===== src/rtl/icache_refill.sv =====
// Instruction-cache refill engine: turns a fetch miss into one AXI4 INCR read
// burst for the whole line and streams each returned beat into the cache arrays.
module icache_refill #(
  parameter int B = 64,
  parameter int b = 3,
  parameter int y = 3,
  parameter int N = 2,
  localparam int WW = (N > 1) ? $clog2(N) : 1
) (
  input  logic          clk,
  input  logic          reset,
  input  logic          miss_req,
  input  logic [63:0]   miss_addr,
  input  logic [WW-1:0] victim_way,
  output logic          m_axi_arvalid,
  input  logic          m_axi_arready,
  output logic [63:0]   m_axi_araddr,
  output logic [7:0]    m_axi_arlen,
  output logic [2:0]    m_axi_arsize,
  output logic [1:0]    m_axi_arburst,
  input  logic          m_axi_rvalid,
  output logic          m_axi_rready,
  input  logic [63:0]   m_axi_rdata,
  input  logic [1:0]    m_axi_rresp,
  input  logic          m_axi_rlast,
  output logic          fill_we,
  output logic [63:0]   fill_addr,
  output logic [WW-1:0] fill_way,
  output logic [b-1:0]  fill_word,
  output logic [63:0]   fill_data,
  output logic          fill_done,
  output logic          fill_err,
  output logic          busy
);

  localparam int BEATS = B / 8;
  localparam logic [b-1:0] LAST_BEAT = b'(BEATS - 1);
  localparam logic [63:0] LINE_MASK = ~((64'd1 << (b + y)) - 64'd1);

  typedef enum logic [1:0] {IDLE, AR, DATA, DONE} state_t;

  state_t        state_q, state_d;
  logic          miss_req_q;
  logic [63:0]   line_addr_q, line_addr_d;
  logic [WW-1:0] way_q, way_d;
  logic [b-1:0]  cnt_q, cnt_d;
  logic          err_q, err_d;
  logic          start;

  // Only a fresh miss starts a refill; a level held high must not retrigger.
  assign start = miss_req & ~miss_req_q;

  always_ff @(posedge clk) begin
    if (reset) begin
      state_q     <= IDLE;
      miss_req_q  <= 1'b0;
      line_addr_q <= '0;
      way_q       <= '0;
      cnt_q       <= '0;
      err_q       <= 1'b0;
    end else begin
      state_q     <= state_d;
      miss_req_q  <= miss_req;
      line_addr_q <= line_addr_d;
      way_q       <= way_d;
      cnt_q       <= cnt_d;
      err_q       <= err_d;
    end
  end

  always_comb begin
    state_d       = state_q;
    line_addr_d   = line_addr_q;
    way_d         = way_q;
    cnt_d         = cnt_q;
    err_d         = err_q;
    m_axi_arvalid = 1'b0;
    m_axi_rready  = 1'b0;
    fill_we       = 1'b0;
    fill_word     = '0;
    fill_data     = '0;
    fill_done     = 1'b0;
    fill_err      = 1'b0;
    case (state_q)
      IDLE: begin
        if (start) begin
          line_addr_d = miss_addr & LINE_MASK;
          way_d       = victim_way;
          cnt_d       = '0;
          err_d       = 1'b0;
          state_d     = AR;
        end
      end
      AR: begin
        m_axi_arvalid = 1'b1;
        if (m_axi_arready) begin
          cnt_d   = '0;
          state_d = DATA;
        end
      end
      DATA: begin
        m_axi_rready = 1'b1;
        if (m_axi_rvalid) begin
          fill_we   = 1'b1;
          fill_word = cnt_q;
          fill_data = m_axi_rdata;
          cnt_d     = cnt_q + 1'b1;
          if (m_axi_rresp != 2'b00) err_d = 1'b1;
          // A line always ends after BEATS beats or at rlast, whichever first;
          // any disagreement between the two marks the line bad.
          if (cnt_q == LAST_BEAT) begin
            if (!m_axi_rlast) err_d = 1'b1;
            state_d = DONE;
          end else if (m_axi_rlast) begin
            err_d   = 1'b1;
            state_d = DONE;
          end
        end
      end
      DONE: begin
        fill_done = 1'b1;
        fill_err  = err_q;
        state_d   = IDLE;
      end
      default: state_d = IDLE;
    endcase
  end

  assign m_axi_araddr  = line_addr_q;
  assign m_axi_arlen   = 8'(BEATS - 1);
  assign m_axi_arsize  = 3'd3;
  assign m_axi_arburst = 2'b01;
  assign fill_addr     = line_addr_q;
  assign fill_way      = way_q;
  assign busy          = (state_q != IDLE);

endmodule


===== config.mk =====
export PLATFORM = sky130hd
export DESIGN_NAME = icache_refill
export DESIGN_NICKNAME = d
export VERILOG_FILES = /design/src/rtl/icache_refill.sv
export SDC_FILE = /design/constraint.sdc
export NUM_CORES = 1
export LEC_CHECK = 0
export CAP_MARGIN = 20
export CORE_AREA = 4 4 136 138
export DETAILED_ROUTE_END_ITERATION = 8
export DIE_AREA = 0 0 140 142
export HOLD_SLACK_MARGIN = 0.08
export SETUP_SLACK_MARGIN = 0.5
export SKIP_CTS_REPAIR_TIMING = 1
export SYNTH_ARGS = -nofsm -noshare
export SYNTH_HDL_FRONTEND = slang
export SYNTH_SLANG_ARGS = --single-unit

===== constraint.sdc =====
create_clock -name clk -period 4.1 [get_ports clk]
set_clock_uncertainty 0.2 [all_clocks]
set_input_delay 0.82 -clock clk [delete_from_list [all_inputs] [get_ports clk]]
set_output_delay 0.82 -clock clk [all_outputs]
set_load 0.01 [all_outputs]

==> results of run 1 <==
==> worst register-to-register path, cell delays in order (launching register included) <==
cell     delay, ps
dfxtp_1        330
inv_1          150
ha_1           340
inv_2          100
or2_2          460
buf_12         240
nand2_1        140
a21oi_1         60
==> layout make-up <==
| cell class | count | area [um2] | area share |
|---|---|---|---|
| Clock buffer | 10 | 239 | 0.0354 |
| Clock inverter | 6 | 41.3 | 0.00611 |
| Inverter | 3 | 11.3 | 0.00167 |
| Multi-Input combinational cell | 312 | 1590 | 0.235 |
| Sequential cell | 66 | 1320 | 0.195 |
| Tap cell | 225 | 282 | 0.0416 |
| Timing Repair Buffer | 327 | 3280 | 0.485 |
==> per-stage QoR <==
stage | total power [mW] | instance area [um2] | worst slack (ps)
after detailed placement | 2.25 | 6470 | 622
after CTS | 2.99 | 6750 | 541
final | 2.94 | 6760 | 676
after floorplan | 1.57 | 3670 | 1640
after global placement | 2.24 | 6470 | 596
after global routing | 3.14 | 6760 | 590
==> layer usage <==
metal / vias to the layer above / part of all wire / routed length, um
li1: 1931 / - / -
met1: 1723 / 0.43 / 6160
met2: 189 / 0.47 / 6710
met3: 22 / 0.077 / 1100
met4: 0 / 0.024 / 350
met5: - / 0 / 0
==> worst max path at each step <==
stage,from,to,slack (ps),cells after the start
2_1_floorplan,m_axi_rvalid,fill_data[17],1640,3
5_1_grt,m_axi_rvalid,fill_data[50],590,4
3_3_place_gp,m_axi_rvalid,fill_data[9],600,4
6_report,m_axi_rvalid,fill_data[50],680,4
3_5_place_dp,m_axi_rvalid,fill_data[50],620,4
4_1_cts,state_q[0]$_SDFFE_PP0P_,fill_data[31],540,5
==> logic make-up (layout without fill, tap and decap cells) <==
group / after synthesis / after routing / synth area share
other: 2 / 25 / 0.00210
DFF: 66 / 66 / 0.369
AOI/OAI and AO/OA: 72 / 72 / 0.110
and+or+nand+nor: 208 / 208 / 0.277
buffers and inverters: 121 / 346 / 0.218
adders and majority gates: 7 / 7 / 0.0244
==> registers in the layout (all words and copies together) (netlist names) <==
signal      flops
cnt_q           3
miss_req_q      1
err_q           1
state_q         2
fill_way        1
fill_addr      58
==> cells in the final DEF, fill, tap and decap left out, types with 2 or more instances in the layout <==
master           instances
clkdlybuf4s50_1        319
dfxtp_1                 66
nand2_1                120
and3_1                  67
conb_1                  25
ha_1                     6
clkbuf_16                9
a211oi_1                 2
buf_4                    4
o21ai_0                  2
a21oi_1                 65
nand2b_1                 4
clkinvlp_4               3
buf_12                   2
inv_1                    2
nor2_1                   3
nor2b_1                  2
a21o_2                   2
nand3_1                  4
and2_1                   2
clkinv_2                 2
==> power groups by stage <==
stage / Clock [mW] / Combinational, mW / Sequential (mW)
3_5_place_dp: 0 / 1.39 / 0.855
6_report: 0.717 / 1.38 / 0.840
4_1_cts: 0.750 / 1.40 / 0.841
5_1_grt: 0.778 / 1.50 / 0.858
3_3_place_gp: 0 / 1.39 / 0.851
2_1_floorplan: 0 / 0.695 / 0.876
==> results.md, run 1 <==
* Share of layout cells above drive strength 1 at 0.0456
* Grt peak-use layer: met2
* Worst r2r src: state_q[0]$_SDFFE_PP0P_
* WS Path Type: primary input to output pin
* Most common cell in the netlist: nand2_1
* Hpwl dp at 11100 um
* Post-layout util at 0.394
* RSZ-0062 raised after global routing: false
* Hold path depth at 2
* Residual DRC count at 0
* Setup-failing EPs final at 0
* Area contributors post-synth: dfxtp_1 37%, buf_4 18%, nand2_1 13%, and3_1 12%, a21oi_1 9.1%
* P_int at ~1.9 mW
* Met3 usage at 0.0420
* Leakage at 2.71 nW
* Die X-Extent at 140 um
* Largest net degree at the start of global routing at 52
* CTS tree: yes
* Minimum clock period at 3420 ps
* Met2 GRT Util at 0.227
* Grt total ovfl at 0
* Critical R2R Capture: fill_addr[56]$_SDFFE_PP0P_
* CP max FO at 51
* Mapped Area at 3580 um2
* Final ANT Viol Nets at 0
* Top Ports at between 300 and 400
* Worst-margin pin slew at between 600 and 700 ps
* DR iter-0 viols at 93
* Core ar. at 17200 um2
* Inserted Clock Buffers at 9
* Final hold violation count at 0
* Critical path startpoint category: primary input
* Number of global-route vias before repair at 3770
* GRT Util Overall at 0.137
* Die Ht at 142 um
* Via-per-instance ratio at 4.07
* Status: finished, final reports clean
* FF-to-FF path depth at 7
* Worst min-delay path class: flop to flop
* Initial antenna violation count at 0
* Net Sw Frac at 0.348
* Grt met1 use at 0.168
* Pwr dens at 435 nW/um2
* Sequential power share at 0.286
* Async SR Flop Fraction at 0
* Post-Synthesis Cells at 476
* Buffers & Inverters on Critical Path at 3
* Rows at 48
* Relative slew slack at 0.585
* Crit path top cell by count: clkdlybuf4s50_1
* Clock transition at path regs at approximately 60 ps
* Slew Limit Fails at 0
* WL per Instance at 15.1 um
* Most used DFF post-synth: dfxtp_1
* Post-synth top cells: 120 x nand2_1, 84 x buf_4, 67 x and3_1, 66 x dfxtp_1, 65 x a21oi_1
* Reg2reg setup slack at 1930 ps
* Maxcap violations at 0
* Critical-path cell list: clkdlybuf4s50_1, buf_6, and3_1, clkdlybuf4s50_1
* GPL Wtd Cong at 0.867
* Nets@finish at 863
* Fmax at 0.292 GHz
* Fill cells at 1771
* Die Area at 19900 um2
* Yosys top cell area share at 0.369
* Syn-to-layout area delta at 88.6%
* Register area share after synthesis at 0.369
* HP Start: fill_addr[25]$_SDFFE_PP0P_
* Initial Utilization at 0.209
* PortBufs at 320
* Global-route wire length before repair at 21600 um
* Worst skew pair latency at 320 ps
* Psw at 1.02 mW
* Via count at 3865
* Req. time, crit path at 3080 ps
* Placed cells at between 900 and 1k
* Cell Count, Final, Fillers Out at about 950
* Period utilization at 0.835
* Flops & latches, synth at 66
* Logic gate share of total power at 0.470
* Post-synth EDFFs at 0
* Unique cell type count in the Yosys netlist at 27
* N_diodes at 0
* WHS Endpoint: fill_addr[25]$_SDFFE_PP0P_
* CTS Buffer Depth at 2
* Peak supply drop at 0.000182 V
* Clk sinks at between 60 and 70
* Pre-antenna DRT Iters at 4
* H-tree levels at 3
* Crit-path slowest cell: clkdlybuf4s50_1
* Clk pwr share at 0.244
* WHS at between 200 and 300 ps
* Setup TNS at 0 ps
* Avg Inst Size Synth at 7.53 um2
* Final wirelength at 14300 um
* Largest stage delay on the critical path at between 500 and 600 ps
* Root buffer cell: clkbuf_16
* WP data arrival at 2400 ps
* Synth area leader: dfxtp_1
* Crit path max-delay family: buffers and inverters
* Critical Path Sink Type: output pin
* Yosys Warn Count at 0
Power figures use the tool's default switching activity.
==> run 2: changes to the inputs <==
==> constraint.sdc (replaced) <==
create_clock -name clk -period 3.59 [get_ports clk]
set_clock_uncertainty 0.2 [all_clocks]
set_input_delay 0.718 -clock clk [delete_from_list [all_inputs] [get_ports clk]]
set_output_delay 0.718 -clock clk [all_outputs]
set_load 0.01 [all_outputs]
==> results.md, run 2 (synthesized netlist as in run 1, its figures left out) <==
* Maxcap violations at 0 (unchanged)
* Peak supply drop at 0.000236 V (+30%)
* Final hold violation count at 0 (unchanged)
* Clk pwr share at 0.242 (-0.002)
* Clock transition at path regs at 60 ps (about the same)
* Worst min-delay path class: flop to flop
* DR iter-0 viols at 127 (+37%)
* Clk sinks at 66 (unchanged)
* Die X-Extent at 140 um (unchanged)
* GRT Util Overall at 0.133 (-0.00340)
* Die Area at 19900 um2 (unchanged)
* Placed cells at 933 (unchanged)
* WS Path Type: flop to output pin
* WP data arrival at 2060 ps (-340 ps)
* Via count at 3872 (+0.18%)
* GPL Wtd Cong at 0.889 (+2.5%)
* H-tree levels at 3 (unchanged)
* Logic gate share of total power at 0.475 (+0.005)
* PortBufs at 320 (unchanged)
* CTS Buffer Depth at 2 (unchanged)
* Grt total ovfl at 0 (unchanged)
* Global-route wire length before repair at 20900 um (-3.2%)
* Sequential power share at 0.283 (-0.003)
* Most frequent cells in the layout: 317 x clkdlybuf4s50_1, 120 x nand2_1, 67 x and3_1
* Hpwl dp at 11100 um (+0.11%)
* Inserted Clock Buffers at 9 (unchanged)
* Period utilization at 0.830
* Worst skew pair latency at 330 ps (about the same)
* Final wirelength at 14500 um (+1.2%)
* Initial Utilization at 0.209 (unchanged)
* Setup TNS at 0 ps (unchanged)
* WL per Instance at 15.2 um (+1.0%)
* Max reg flops at 58 (unchanged)
* Top Ports at 352 (unchanged)
* P_int at 2.21 mW (+15%)
* Die Ht at 142 um (unchanged)
* Cell Count, Final, Fillers Out at 951 (+0.21%)
* Initial antenna violation count at 0 (unchanged)
* Number of global-route vias before repair at 3686 (-2.2%)
* Setup-failing EPs final at 0 (unchanged)
* CTS tree: yes
* Share of layout cells above drive strength 1 at 0.0482 (+0.00263)
* Psw at 1.17 mW (+15%)
* Core ar. at 17200 um2 (unchanged)
* Fill cells at 1819 (+2.7%)
* CP max FO at 17 (-67%)
* Slew Limit Fails at 0 (unchanged)
* RSZ-0062 raised after global routing: false
* Pre-antenna DRT Iters at 4 (unchanged)
* Residual DRC count at 0 (unchanged)
* Largest net degree at the start of global routing at 48 (-7.7%)
* Critical Path Sink Type: output pin
* Status: finished, final reports clean
* Pwr dens at 494 nW/um2 (+14%)
* Rows at 48 (unchanged)
* Leakage at 2.77 nW (+2.3%)
* Req. time, crit path at 2670 ps (-410 ps)
* Worst-margin pin slew at 664 ps (+41.5 ps)
* Via-per-instance ratio at 4.07 (about the same)
* Minimum clock period at ~3000 ps
* Critical path startpoint category: flop
* N_diodes at 0 (unchanged)
* Syn-to-layout area delta at 90.8%
* Net Sw Frac at 0.347 (-0.00103)
* Fmax at approximately 0.34 GHz
* Most common cell after layout, fill and taps aside: clkdlybuf4s50_1
* Relative slew slack at 0.557 (-0.0276)
* Final ANT Viol Nets at 0 (unchanged)
* Root buffer cell: clkbuf_16
* Nets@finish at 865 (+0.23%)
run 2: cell type report:
type	count	area (um2)	share of cell area
Clock buffer	10	239	0.0349
Clock inverter	6	42.5	0.00622
Inverter	3	11.3	0.00165
Multi-Input combinational cell	312	1590	0.232
Sequential cell	66	1320	0.193
Tap cell	225	282	0.0412
Timing Repair Buffer	329	3360	0.491
run 2: critical path, stage by stage (launching register included):
cell,delay [ps]
dfxtp_1,340
inv_1,150
ha_4,260
buf_4,220
and3_1,160
clkdlybuf4s50_1,580
run 2: routing by layer:
layer / global-route usage / routed length [um]
met4: 0.0459 / 216
met2: 0.231 / 7090
met5: 0 / 0
met1: 0.158 / 6090
met3: 0.0400 / 1110
run 2: power groups by stage:
stage,combinational (mW),clock (mW),sequential [mW]
final,1.60,0.820,0.957
after global routing,1.74,0.888,0.980
after CTS,1.61,0.864,0.959
after detailed placement,1.60,0,0.975
after global placement,1.60,0,0.972
after floorplan,0.794,0,1.00
run 2: metrics by stage:
step | worst slack [ps] | cell area, um2 | utilization | total power [mW] | hold WS, ps
floorplan | 1320 | 3670 | - | 1.79 | 258
global placement | 410 | 6490 | 0.378 | 2.57 | 247
detailed placement | 403 | 6490 | 0.378 | 2.58 | 256
CTS | 336 | 6770 | 0.394 | 3.43 | 267
global route | 499 | 6840 | 0.398 | 3.61 | 290
finish | 611 | 6840 | 0.398 | 3.38 | 263
run 2: worst paths after layout:
path | start | depth (start not counted) | to | slack, ps
setup / recovery | state_q[0]$_SDFFE_PP0P_ | 5 | fill_data[54] | 610
hold / removal | fill_addr[28]$_SDFFE_PP0P_ | 2 | fill_addr[28]$_SDFFE_PP0P_ | 260
hold reg to reg | fill_addr[28]$_SDFFE_PP0P_ | 2 | fill_addr[28]$_SDFFE_PP0P_ | 260
setup reg to reg | state_q[0]$_SDFFE_PP0P_ | 7 | fill_addr[6]$_SDFFE_PP0P_ | 1390
